File: src/rtl/cska_operand_pipe.sv
// rtl/cska_operand_pipe.sv - two-stage operand/result pipeline around the CSkipA_17bit adder
// S1 holds operands and drives the adder; S2 captures sum/cout. Also keeps an accumulator and a carry counter.
module cska_operand_pipe #(
   parameter int WIDTH = 17,
   parameter int CNT_W = 8
) (
   input  logic             i_clk,
   input  logic             i_rst_n,
   input  logic             i_valid,
   output logic             o_ready,
   input  logic [WIDTH-1:0] i_op_a,
   input  logic [WIDTH-1:0] i_op_b,
   input  logic [1:0]       i_mode,
   output logic [WIDTH-1:0] o_add_term1,
   output logic [WIDTH-1:0] o_add_term2,
   input  logic [WIDTH-1:0] i_sum,
   input  logic             i_cout,
   output logic             o_valid,
   input  logic             i_ready,
   output logic [WIDTH-1:0] o_result,
   output logic             o_carry,
   output logic [WIDTH-1:0] o_acc,
   input  logic             i_cnt_clr,
   output logic [CNT_W-1:0] o_carry_cnt
);

   localparam logic [1:0] MODE_ACC  = 2'b01;
   localparam logic [1:0] MODE_LOAD = 2'b10;

   logic             s1_valid_q, s1_valid_d;
   logic             s2_valid_q, s2_valid_d;
   logic [WIDTH-1:0] s1_a_q, s1_a_d;
   logic [WIDTH-1:0] s1_b_q, s1_b_d;
   logic [1:0]       s1_mode_q, s1_mode_d;
   logic [WIDTH-1:0] acc_q, acc_d;
   logic [WIDTH-1:0] result_q, result_d;
   logic             carry_q, carry_d;
   logic [CNT_W-1:0] cnt_q, cnt_d;

   logic s1_adv;
   logic accept;

   assign s1_adv  = s1_valid_q & (~s2_valid_q | i_ready);
   assign o_ready = ~s1_valid_q | s1_adv;
   assign accept  = i_valid & o_ready;

   // Adder terms come only from S1 registers, so upstream inputs never reach the adder directly.
   always_comb begin
      o_add_term1 = s1_a_q;
      o_add_term2 = s1_b_q;
      case (s1_mode_q)
         MODE_ACC:  o_add_term1 = acc_q;
         MODE_LOAD: o_add_term1 = '0;
         default:   o_add_term1 = s1_a_q;
      endcase
   end

   always_comb begin
      s1_valid_d = s1_valid_q;
      s1_a_d     = s1_a_q;
      s1_b_d     = s1_b_q;
      s1_mode_d  = s1_mode_q;
      s2_valid_d = s2_valid_q;
      acc_d      = acc_q;
      result_d   = result_q;
      carry_d    = carry_q;
      cnt_d      = cnt_q;

      if (accept) begin
         s1_valid_d = 1'b1;
         s1_a_d     = i_op_a;
         s1_b_d     = i_op_b;
         s1_mode_d  = i_mode;
      end else if (s1_adv) begin
         s1_valid_d = 1'b0;
      end

      if (s1_adv) begin
         result_d   = i_sum;
         carry_d    = i_cout;
         s2_valid_d = 1'b1;
         // Updating acc on the advance edge lets the next accumulate in S1 see it without a stall.
         if (s1_mode_q == MODE_ACC || s1_mode_q == MODE_LOAD)
            acc_d = i_sum;
      end else if (s2_valid_q & i_ready) begin
         s2_valid_d = 1'b0;
      end

      if (i_cnt_clr)
         cnt_d = '0;
      else if (s1_adv && i_cout && cnt_q != {CNT_W{1'b1}})
         cnt_d = cnt_q + 1'b1;
   end

   always_ff @(posedge i_clk or negedge i_rst_n) begin
      if (!i_rst_n) begin
         s1_valid_q <= 1'b0;
         s2_valid_q <= 1'b0;
         s1_a_q     <= '0;
         s1_b_q     <= '0;
         s1_mode_q  <= '0;
         acc_q      <= '0;
         result_q   <= '0;
         carry_q    <= 1'b0;
         cnt_q      <= '0;
      end else begin
         s1_valid_q <= s1_valid_d;
         s2_valid_q <= s2_valid_d;
         s1_a_q     <= s1_a_d;
         s1_b_q     <= s1_b_d;
         s1_mode_q  <= s1_mode_d;
         acc_q      <= acc_d;
         result_q   <= result_d;
         carry_q    <= carry_d;
         cnt_q      <= cnt_d;
      end
   end

   assign o_valid     = s2_valid_q;
   assign o_result    = result_q;
   assign o_carry     = carry_q;
   assign o_acc       = acc_q;
   assign o_carry_cnt = cnt_q;

endmodule

File: config.mk
export PLATFORM = sky130hd
export DESIGN_NAME = cska_operand_pipe
export DESIGN_NICKNAME = d
export VERILOG_FILES = /design/src/rtl/cska_operand_pipe.sv
export SDC_FILE = /design/constraint.sdc
export NUM_CORES = 1
export LEC_CHECK = 0
export BUFFER_PORTS_ARGS = -buffer_cell sky130_fd_sc_hd__buf_2
export CORE_MARGIN = 2
export CORE_UTILIZATION = 35
export DETAILED_ROUTE_END_ITERATION = 7
export PLACE_DENSITY = 0.61
export SLEW_MARGIN = 20
export SYNTH_ARGS = -nofsm -noshare
export SYNTH_HDL_FRONTEND = slang
export SYNTH_SLANG_ARGS = --single-unit
File: constraint.sdc
create_clock -name i_clk -period 2.1 [get_ports i_clk]
set_input_delay 0.42 -clock i_clk [delete_from_list [all_inputs] [get_ports i_clk]]
set_output_delay 0.42 -clock i_clk [all_outputs]
set_load 0.01 [all_outputs]
==> flow_metrics.tcl, run 1 <==
set metrics [dict create \
    outcome "complete, no violations" \
    place_hpwl_mm 5.738 \
    hold_path_depth 2 \
    antenna_found_initial 0 \
    cts_made_buffers 9 \
    clk_pin_slew_ns 0.08 \
    path_class "reg -> out" \
    viasPerCell 4.710 \
    power_mw 4.771 \
    fmax_mhz 487.1 \
    grt-ovfl-total 0 \
    cts_tree "done" \
    rr_worst_depth 5 \
    syn_inst 235 \
    post_drt_wl_per_cell_um 15.30 \
    nets 447 \
    fin_crit_sh_pct 97.76 \
    synth.top_cell.area_share_pct 61.09 \
    synth_edf_count 0 \
    h-tree-depth 3 \
    gp_congestion 0.7303 \
    drive_above_1_share_pct 61.38 \
    clock-sinks 81 \
    grt_pass1_wl_mm 12.18 \
    die_area_mm2 0.01027 \
    cts_root_buffer "clkbuf_8" \
    track_usage_pct 15.64 \
    wirelength_mm 7.954 \
    detail-route-antenna-nets 0 \
    io_pins 138 \
    fp-row-count 35 \
    multi_input_area_mm2 0.001260 \
    place.port_buffers 137 \
    arrival_ns 1.63 \
    leakagePower_nw 2.143 \
    grt_pass1_vias 2371 \
    r2r_start "s1_mode_q[0]$_DFFE_PN0P_" \
    diodes 0 \
    path_cells "ha_4, nor2b_4, buf_6, a22o_1, buf_2" \
    setup_viol 0 \
    required_ns 1.68 \
    clock_latency_ns 0.35 \
    r2r_slack_ns 0.41 \
    reg2reg_to "o_acc[10]$_DFFE_PN0P_" \
    skew_ns 0.007427 \
    async_flop_share_pct 100.0 \
    yosys-top-cells-area "dfrtp_1 (61%), mux2_2 (23%), a22o_1 (3.7%)" \
    rsz0062_at_grt "true" \
    worstHoldStart "i_valid" \
    hold_violations 0 \
    synth_top_cell_by_area "dfrtp_1" \
    die_h_um 101.4 \
    ys_warn_count 0 \
    finalWorstSetupSlack_ns 0.04698 \
    dp_slack_ns 0.3160 \
    ys_ff_latch 81 \
    vias 2449 \
    power_density_mw_per_mm2 1056 \
    layout_min_cycle_time_ns 2.053 \
    cap_violations 0 \
    slew_viol_final 0 \
    core_area_mm2 0.009240 \
    slew_headroom_pct 57.07 \
    post-route-drc-count 0 \
    synthTopCellsByCount "dfrtp_1 (81), mux2_2 (69), a22o_1 (14)" \
    clk_path_buf_depth 2 \
    synth.most_common_cell "dfrtp_1" \
    synthDistinctLibCells 26 \
    critPathMaxStageDelay_ns 0.41 \
    tightest_slew_ns 0.6416 \
    synthFlopType "dfrtp_1" \
    ir_drop_mv 0.3846 \
    hold_path.class "in -> reg" \
    ys_seq_area_share_pct 61.09 \
    cp-end-kind "output pin" \
    whs_endpoint "s1_valid_q$_DFFE_PN0P_" \
    start_util_pct 35.91 \
    dr.pass1.iters 5 \
    grt_max_degree 52 \
    syn_area_per_cell_um2 14.12 \
    worstSetupStartpointType "flip-flop" \
    fillers 872 \
    syn_to_final_growth_pct 36.12 \
    register_area_mm2 0.002027 \
    crit_path_top_delay_cell "dfrtp_1" \
    syn-num-nets 296 \
    finish.utilization_pct 48.88 \
    die_w_um 101.4 \
    path_max_fanout 7 \
    drt-initial-drc-count 41 \
    syn_area_mm2 0.003318 \
]
repair_timing:
item                                   CTS  global route
hold buffers                             1             0
endpoints found under the hold margin   17             0
gates resized for setup                  6             1
cloned                                   1             0
pin swaps                                0             5
setup endpoints to repair               13            13
buffers inserted                         1             0
worst max-delay path by stage:
stage                                         from             end  slack, ns  cells after the start
after global routing      s1_mode_q[0]$_DFFE_PN0P_  o_add_term1[4]      -0.04                      5
final                     s1_mode_q[0]$_DFFE_PN0P_  o_add_term1[3]       0.05                      5
after detailed placement  s1_mode_q[0]$_DFFE_PN0P_  o_add_term1[3]       0.32                      5
after global placement    s1_mode_q[1]$_DFFE_PN0P_  o_add_term1[4]       0.34                      6
after CTS                 s1_mode_q[0]$_DFFE_PN0P_  o_add_term1[3]       0.03                      5
after floorplan           s1_mode_q[0]$_DFFE_PN0P_  o_add_term1[0]       0.24                      4
metal layers:
metal	routed length [µm]	global-route usage [%]	up-vias
li1	-	-	1159
met1	3434	20.34	1188
met3	551	5.521	7
met4	75	4.366	0
met5	0	0	-
met2	3892	24.86	95
per-stage QoR:
stage | area (µm²) | hold slack (ns) | instances | TNS (ns)
3_3_place_gp | 4212 | 0.3826 | 501 | 0
2_1_floorplan | 3318 | 0.1244 | 235 | 0
4_1_cts | 4517 | 0.2664 | 520 | 0
3_5_place_dp | 4212 | 0.3824 | 501 | 0
5_1_grt | 4517 | 0.2593 | 520 | -0.2086
6_report | 4517 | 0.2897 | 520 | 0
cell families after synthesis:
family	Yosys count	synth area share [%]
flops	81	61.09
mux	70	23.76
simple gates	38	5.996
compound gates	32	6.787
buf+inv	12	1.621
fa+ha+maj	2	0.7540
state kept, by name (all words and copies together) (netlist names):
register / count
o_carry: 1
o_valid: 1
o_acc: 17
o_result: 17
o_carry_cnt: 8
o_add_term2: 17
s1_a_q: 17
s1_valid_q: 1
s1_mode_q: 2
cell usage in the layout (no fill, tap or decap):
| cell | instances |
|---|---|
| inv_2 | 1 |
| nand4_1 | 1 |
| a211oi_1 | 1 |
| a22o_1 | 14 |
| o31ai_1 | 4 |
| nand2b_1 | 3 |
| a21oi_1 | 7 |
| mux2_2 | 69 |
| buf_6 | 2 |
| or4_1 | 2 |
| buf_4 | 10 |
| o21ai_0 | 6 |
| or3_1 | 5 |
| bufinv_16 | 3 |
| nor2b_1 | 2 |
| mux2_1 | 1 |
| clkbuf_8 | 10 |
| nor4_1 | 1 |
| dlygate4sd3_1 | 1 |
| buf_12 | 1 |
| ha_4 | 1 |
| dfrtp_1 | 81 |
| clkinvlp_4 | 1 |
| inv_1 | 1 |
| or3b_1 | 1 |
| nor2_2 | 1 |
| nand2_1 | 12 |
| nor2_1 | 2 |
| nor2b_4 | 1 |
| ha_1 | 1 |
| nand3_1 | 5 |
| clkinv_4 | 2 |
| buf_2 | 136 |
| nand2_2 | 2 |
critical path, delay by kind of cell (launching register included):
kind                     cells  cell delay, ns
AO/OA/AOI/OAI                1            0.13
adder cells (fa/ha/maj)      1            0.27
buffers and inverters        2            0.29
flip-flops                   1            0.41
AND/OR/NAND/NOR              1            0.18
final cells by class:
class                           instances  area share, %
Sequential cell                        81          44.88
Multi-Input combinational cell        142          27.89
Timing Repair Buffer                  150          17.89
Tap cell                              129          3.573
Clock buffer                           10          3.047
Clock inverter                          6          2.548
Inverter                                2         0.1662
where the power goes:
part / total (mW) / switching (mW) / internal, mW
clock: 1.41 / 0.583 / 0.827
sequential: 2.08 / 0.207 / 1.87
combinational: 1.28 / 0.607 / 0.675
Note: power is estimated with default switching activity, not from simulation.
==> run 2: changes to the inputs <==
--- a/config.mk
+++ b/config.mk
@@ -9,7 +9,7 @@
 export CORE_MARGIN = 2
 export CORE_UTILIZATION = 35
 export DETAILED_ROUTE_END_ITERATION = 7
-export PLACE_DENSITY = 0.61
+export PLACE_DENSITY = 0.73
 export SLEW_MARGIN = 20
 export SYNTH_ARGS = -nofsm -noshare
 export SYNTH_HDL_FRONTEND = slang
==> constraint.sdc (replaced) <==
create_clock -name i_clk -period 2.1 [get_ports i_clk]
set_input_delay 0.42 -clock i_clk [delete_from_list [all_inputs] [get_ports i_clk]]
set_output_delay 0.42 -clock i_clk [all_outputs]
set_load 0.05 [all_outputs]
==> run 2 against run 1 <==
Clock-buffer cell count increased by 2. First-iteration DRC count decreased by 2.4%. Setup slack got worse by 0.023 ns. Core utilization increased by 1.1 points. Non-clock buffer count decreased by 1. Routed wire length decreased by 0.26%. Largest cell class unchanged.
==> flow_metrics.tcl, run 2 (synthesis gave the netlist of run 1 again) <==
set metrics [dict create \
    outcome "complete, no violations" \
    dr.pass1.iters 6 \
    leakagePower_nw 2.163 \
    fp-row-count 35 \
    layout_min_cycle_time_ns 2.076 \
    viasPerCell 4.713 \
    mostFrequentLayoutCell "buf_2" \
    power_density_mw_per_mm2 1285 \
    start_util_pct 35.91 \
    dp_slack_ns 0.1701 \
    fin_crit_sh_pct 98.88 \
    final_area_mm2 0.004619 \
    ir_drop_mv 0.4964 \
    die_w_um 101.4 \
    arrival_ns 1.66 \
    fillers 854 \
    required_ns 1.68 \
    fmax_mhz 481.6 \
    critPathMaxStageDelay_ns 0.42 \
    place_hpwl_mm 5.598 \
    detail-route-antenna-nets 0 \
    hold_ws_ns 0.03691 \
    die_h_um 101.4 \
    nets 446 \
    path_class "reg -> out" \
    antenna_found_initial 0 \
    clock-sinks 81 \
    layout.cells.non_filler 519 \
    path_cells "ha_4, nor2b_4, buf_6, a22o_2, buf_6" \
    r2r_start "s1_mode_q[0]$_DFFE_PN0P_" \
    cts_root_buffer "clkbuf_8" \
    hold_path.class "in -> async" \
    core_area_mm2 0.009240 \
    die_area_mm2 0.01027 \
    crit_top_cell "buf_6" \
    clock_latency_ns 0.34 \
    cts_tree "done" \
    cap_violations 0 \
    skew_ns 0.01154 \
    vias 2446 \
    clk_pin_slew_ns 0.08 \
    fin_tns_setup_ns 0 \
    drive_above_1_share_pct 63.85 \
    post-route-drc-count 0 \
    critPathBufInv 2 \
    dp_cells 501 \
    grt_pass1_wl_mm 12.25 \
    crit_start "s1_mode_q[0]$_DFFE_PN0P_" \
    slew_headroom_pct 57.87 \
    path_delay_family "flip-flops" \
    place_area_mm2 0.004238 \
    drt-initial-drc-count 40 \
    post_drt_wl_per_cell_um 15.29 \
    gp_congestion 0.7922 \
    grt_max_degree 39 \
    path_max_fanout 6 \
    wirelength_mm 7.933 \
    setup_viol 0 \
    place.port_buffers 137 \
    grt_pass1_vias 2445 \
    finalWorstSetupSlack_ns 0.02361 \
    final_cell_mix "buf_2 (119), dfrtp_1 (80), mux2_2 (69)" \
    cp-end-kind "output pin" \
    cts_made_buffers 9 \
    rsz0062_at_grt "true" \
    h-tree-depth 3 \
    crit_path_top_delay_cell "dfrtp_1" \
    io_pins 138 \
    grt-ovfl-total 0 \
    track_usage_pct 15.54 \
    hold_buffers 0 \
    clk_path_buf_depth 2 \
    hold_violations 0 \
    worstSetupStartpointType "flip-flop" \
    slew_viol_final 0 \
    tightest_slew_ns 0.6296 \
    syn_to_final_growth_pct 39.22 \
    diodes 0 \
]
## run 2: changes by cell type in the layout (fill, tap and decap cells not counted), sizes merged
cell and change:
clkbuf +2, bufinv -1, clkinv -1, dlygate4sd3 -1
## run 2: metal layers
layer	routed length (µm)	global-route usage, %	part of all wire [%]	up-vias
li1	-	-	-	1148
met3	454	3.934	5.7	6
met4	71	4.990	0.89	0
met5	0	0	0	-
met2	3978	25.93	50	89
met1	3428	19.88	43	1203
## run 2: per-stage QoR
stage	utilization, %	power [mW]
after CTS	49.61	5.950
final	49.99	5.935
after floorplan	-	3.892
after global placement	45.86	4.482
after global routing	49.99	6.203
after detailed placement	45.86	4.529
## run 2: worst reg2reg max path, stage by stage, from the launching register on
cell and delay [ns]:
dfrtp_1 0.42, ha_4 0.27, buf_6 0.16, nor2_2 0.12, buf_4 0.23, mux2_2 0.36
## run 2: final timing paths
kind                                            end  slack (ns)  cells past startpoint
max                                 o_add_term1[15]        0.02                      5
min                        o_result[11]$_DFFE_PN0N_        0.04                      1
max reg2reg                   o_acc[10]$_DFFE_PN0P_        0.43                      5
min reg2reg                     o_carry$_DFFE_PN0N_        0.48                      2
max in group asynchronous      o_acc[8]$_DFFE_PN0P_        1.47                      2
min in group i_clk           s1_valid_q$_DFFE_PN0P_        0.29                      2
## run 2: area by class of cell
cell class                      instances  area [µm²]  area share [%]
Sequential cell                        81        2028           43.91
Multi-Input combinational cell        142        1280           27.71
Timing Repair Buffer                  149       920.9           19.93
Tap cell                              129       161.4           3.494
Clock buffer                           12       145.1           3.142
Clock inverter                          4       76.32           1.652
Inverter                                2       7.507          0.1625
## run 2: where the power goes
| group | total (mW) | internal [mW] | switching, mW |
|---|---|---|---|
| combinational | 2.58 | 0.827 | 1.76 |
| sequential | 2.09 | 1.87 | 0.221 |
| clock | 1.26 | 0.706 | 0.553 |
| total | 5.94 | 3.41 | 2.53 |
## run 2: timing repair
action | CTS | global route
resized for setup | 34 | 12
gates cloned | 1 | 0
setup buffers | 1 | 0
setup endpoints to repair | 17 | 17
pin swaps | 3 | 2
==> run 3: changes to the inputs <==
==> constraint.sdc (replaced) <==
create_clock -name i_clk -period 2.1 [get_ports i_clk]
set_input_delay 0 -clock i_clk [delete_from_list [all_inputs] [get_ports i_clk]]
set_output_delay 0 -clock i_clk [all_outputs]
set_load 0.05 [all_outputs]
==> run 3 against run 2 <==
Combinational power shrank 3%. Critical path depth grew 1. Cell count grew 10%. Register-to-register slack is essentially flat. Final area grew 9.5%. Hold slack gained 0.050 ns. Largest cell class unchanged. Largest power group unchanged.
==> flow_metrics.tcl, run 3 (synthesis gave the netlist of run 1 again) <==
set metrics [dict create \
    outcome "complete, no violations" \
    hold_path.class "in -> reg" \
    post-route-drc-count 0 \
    syn_to_final_growth_pct 52.45 \
    critPathBufInv 3 \
    vias 2690 \
    top_usage_layer "met2" \
    path_delay_family "buffers and inverters" \
    arrival_ns 2.00 \
    diodes 0 \
    drt-initial-drc-count 36 \
    antenna_found_initial 0 \
    core_area_mm2 0.009240 \
    mostFrequentLayoutCell "buf_2" \
    power_density_mw_per_mm2 1179 \
    place.port_buffers 137 \
    place_hpwl_mm 5.588 \
    register_area_mm2 0.002028 \
    slew_viol_final 0 \
    fmax_mhz 500.3 \
    cp-end-kind "output pin" \
    leakagePower_nw 2.359 \
    slew_headroom_pct 55.99 \
    crit_path_top_delay_cell "dfrtp_1" \
    h-tree-depth 3 \
    die_w_um 101.4 \
    critPathMaxStageDelay_ns 0.39 \
    required_ns 2.10 \
    fp-row-count 35 \
    cts_tree "done" \
    final_cell_mix "buf_2 (124), dfrtp_1 (80), mux2_2 (69)" \
    start_util_pct 35.91 \
    grt.met2_usage_pct 30.77 \
    path_cells "ha_1, buf_4, nor2b_1, buf_4, a22o_1, clkbuf_4" \
    tightest_slew_ns 0.6578 \
    grt_pass1_vias 2853 \
    post_drt_wl_per_cell_um 15.27 \
    skew_ns 0.009230 \
    fillers 767 \
    ir_drop_mv 0.4858 \
    grt_max_degree 45 \
    clk_path_buf_depth 2 \
    clk_pin_slew_ns 0.08 \
    cts_made_buffers 9 \
    die_h_um 101.4 \
    gp_congestion 0.7805 \
    path_class "reg -> out" \
    worstSetupStartpointType "flip-flop" \
    multi_input_area_mm2 0.001240 \
    path_max_fanout 21 \
    crit_top_cell "buf_4" \
    drive_above_1_share_pct 52.60 \
    detail-route-antenna-nets 0 \
    place_area_mm2 0.004210 \
    die_area_mm2 0.01027 \
    io_pins 138 \
    cap_violations 0 \
    layout_min_cycle_time_ns 1.999 \
    use_met1_pct 20.44 \
    dr.pass1.iters 5 \
    clock-sinks 81 \
    wirelength_mm 8.732 \
    nets 499 \
    fin_crit_sh_pct 95.18 \
    grt-ovfl-total 0 \
    viasPerCell 4.703 \
    grt_pass1_wl_mm 13.81 \
    clock_latency_ns 0.34 \
    finish.utilization_pct 54.75 \
    hold_ws_ns 0.08671 \
    grt_use_met3_pct 4.555 \
    cts_root_buffer "clkbuf_8" \
    final_area_mm2 0.005059 \
    setup_viol 0 \
    hold_violations 0 \
    track_usage_pct 17.48 \
]
[run 3: cell count changes in the layout (fill, tap and decap cells not counted), sizes merged]
cell         change
buf             -12
bufinv           +1
dlygate4sd3     +57
clkbuf           +7
[run 3: layer usage]
metal  share of wire [%]  vias up
met3                 5.7       12
li1                    -     1261
met5                   0        -
met1                  41     1319
met4                 1.4        0
met2                  52       98
[run 3: what timing repair did]
action | 4_1_cts | 5_1_grt
setup buffers | 0 | 0
hold endpoints to repair | 117 | 0
setup endpoints to repair | 0 | 12
resized for setup | 0 | 17
hold buffers | 57 | 0
[run 3: worst paths after layout]
| check | slack (ns) | depth (start not counted) | end | from |
|---|---|---|---|---|
| max | 0.10 | 6 | o_add_term1[4] | s1_mode_q[0]$_DFFE_PN0P_ |
| min | 0.09 | 5 | o_carry_cnt[6]$_DFFE_PN0P_ | i_cout |
| max reg2reg | 0.43 | 5 | o_carry_cnt[3]$_DFFE_PN0P_ | o_carry_cnt[0]$_DFFE_PN0P_ |
| min reg2reg | 0.50 | 2 | o_carry$_DFFE_PN0N_ | o_carry$_DFFE_PN0N_ |
| max in group asynchronous | 1.32 | 3 | o_acc[16]$_DFFE_PN0P_ | i_rst_n |
| min in group asynchronous | 0.16 | 2 | o_result[11]$_DFFE_PN0N_ | i_rst_n |
[run 3: worst register-to-register path: stages, from the launching register on]
cell,delay [ns]
dfrtp_1,0.41
ha_1,0.24
nand3_1,0.09
nor2_1,0.52
o21ai_0,0.19
a21oi_1,0.15
[run 3: area by class of cell]
cell class | instances | area share, %
flip-flops and latches | 81 | 40.09
repair buffers | 202 | 27.23
multi-input cells | 142 | 24.51
well taps | 129 | 3.191
clock buffers | 11 | 2.795
clock inverters | 5 | 2.028
inverters | 2 | 0.1484
[run 3: metrics by stage]
stage	TNS [ns]	setup slack (ns)	power [mW]	instances
after floorplan	0	0.03481	3.877	235
after global placement	0	0.4717	4.460	499
after detailed placement	0	0.4326	4.498	499
after CTS	0	0.02680	5.976	572
after global routing	-0.003385	-0.003385	6.247	572
final	0	0.1012	5.966	572
[run 3: report_power, final]
part | switching [mW] | internal, mW | total [mW]
combinational | 1.75 | 0.761 | 2.51
sequential | 0.216 | 1.87 | 2.09
clock | 0.550 | 0.821 | 1.37
total | 2.51 | 3.45 | 5.97
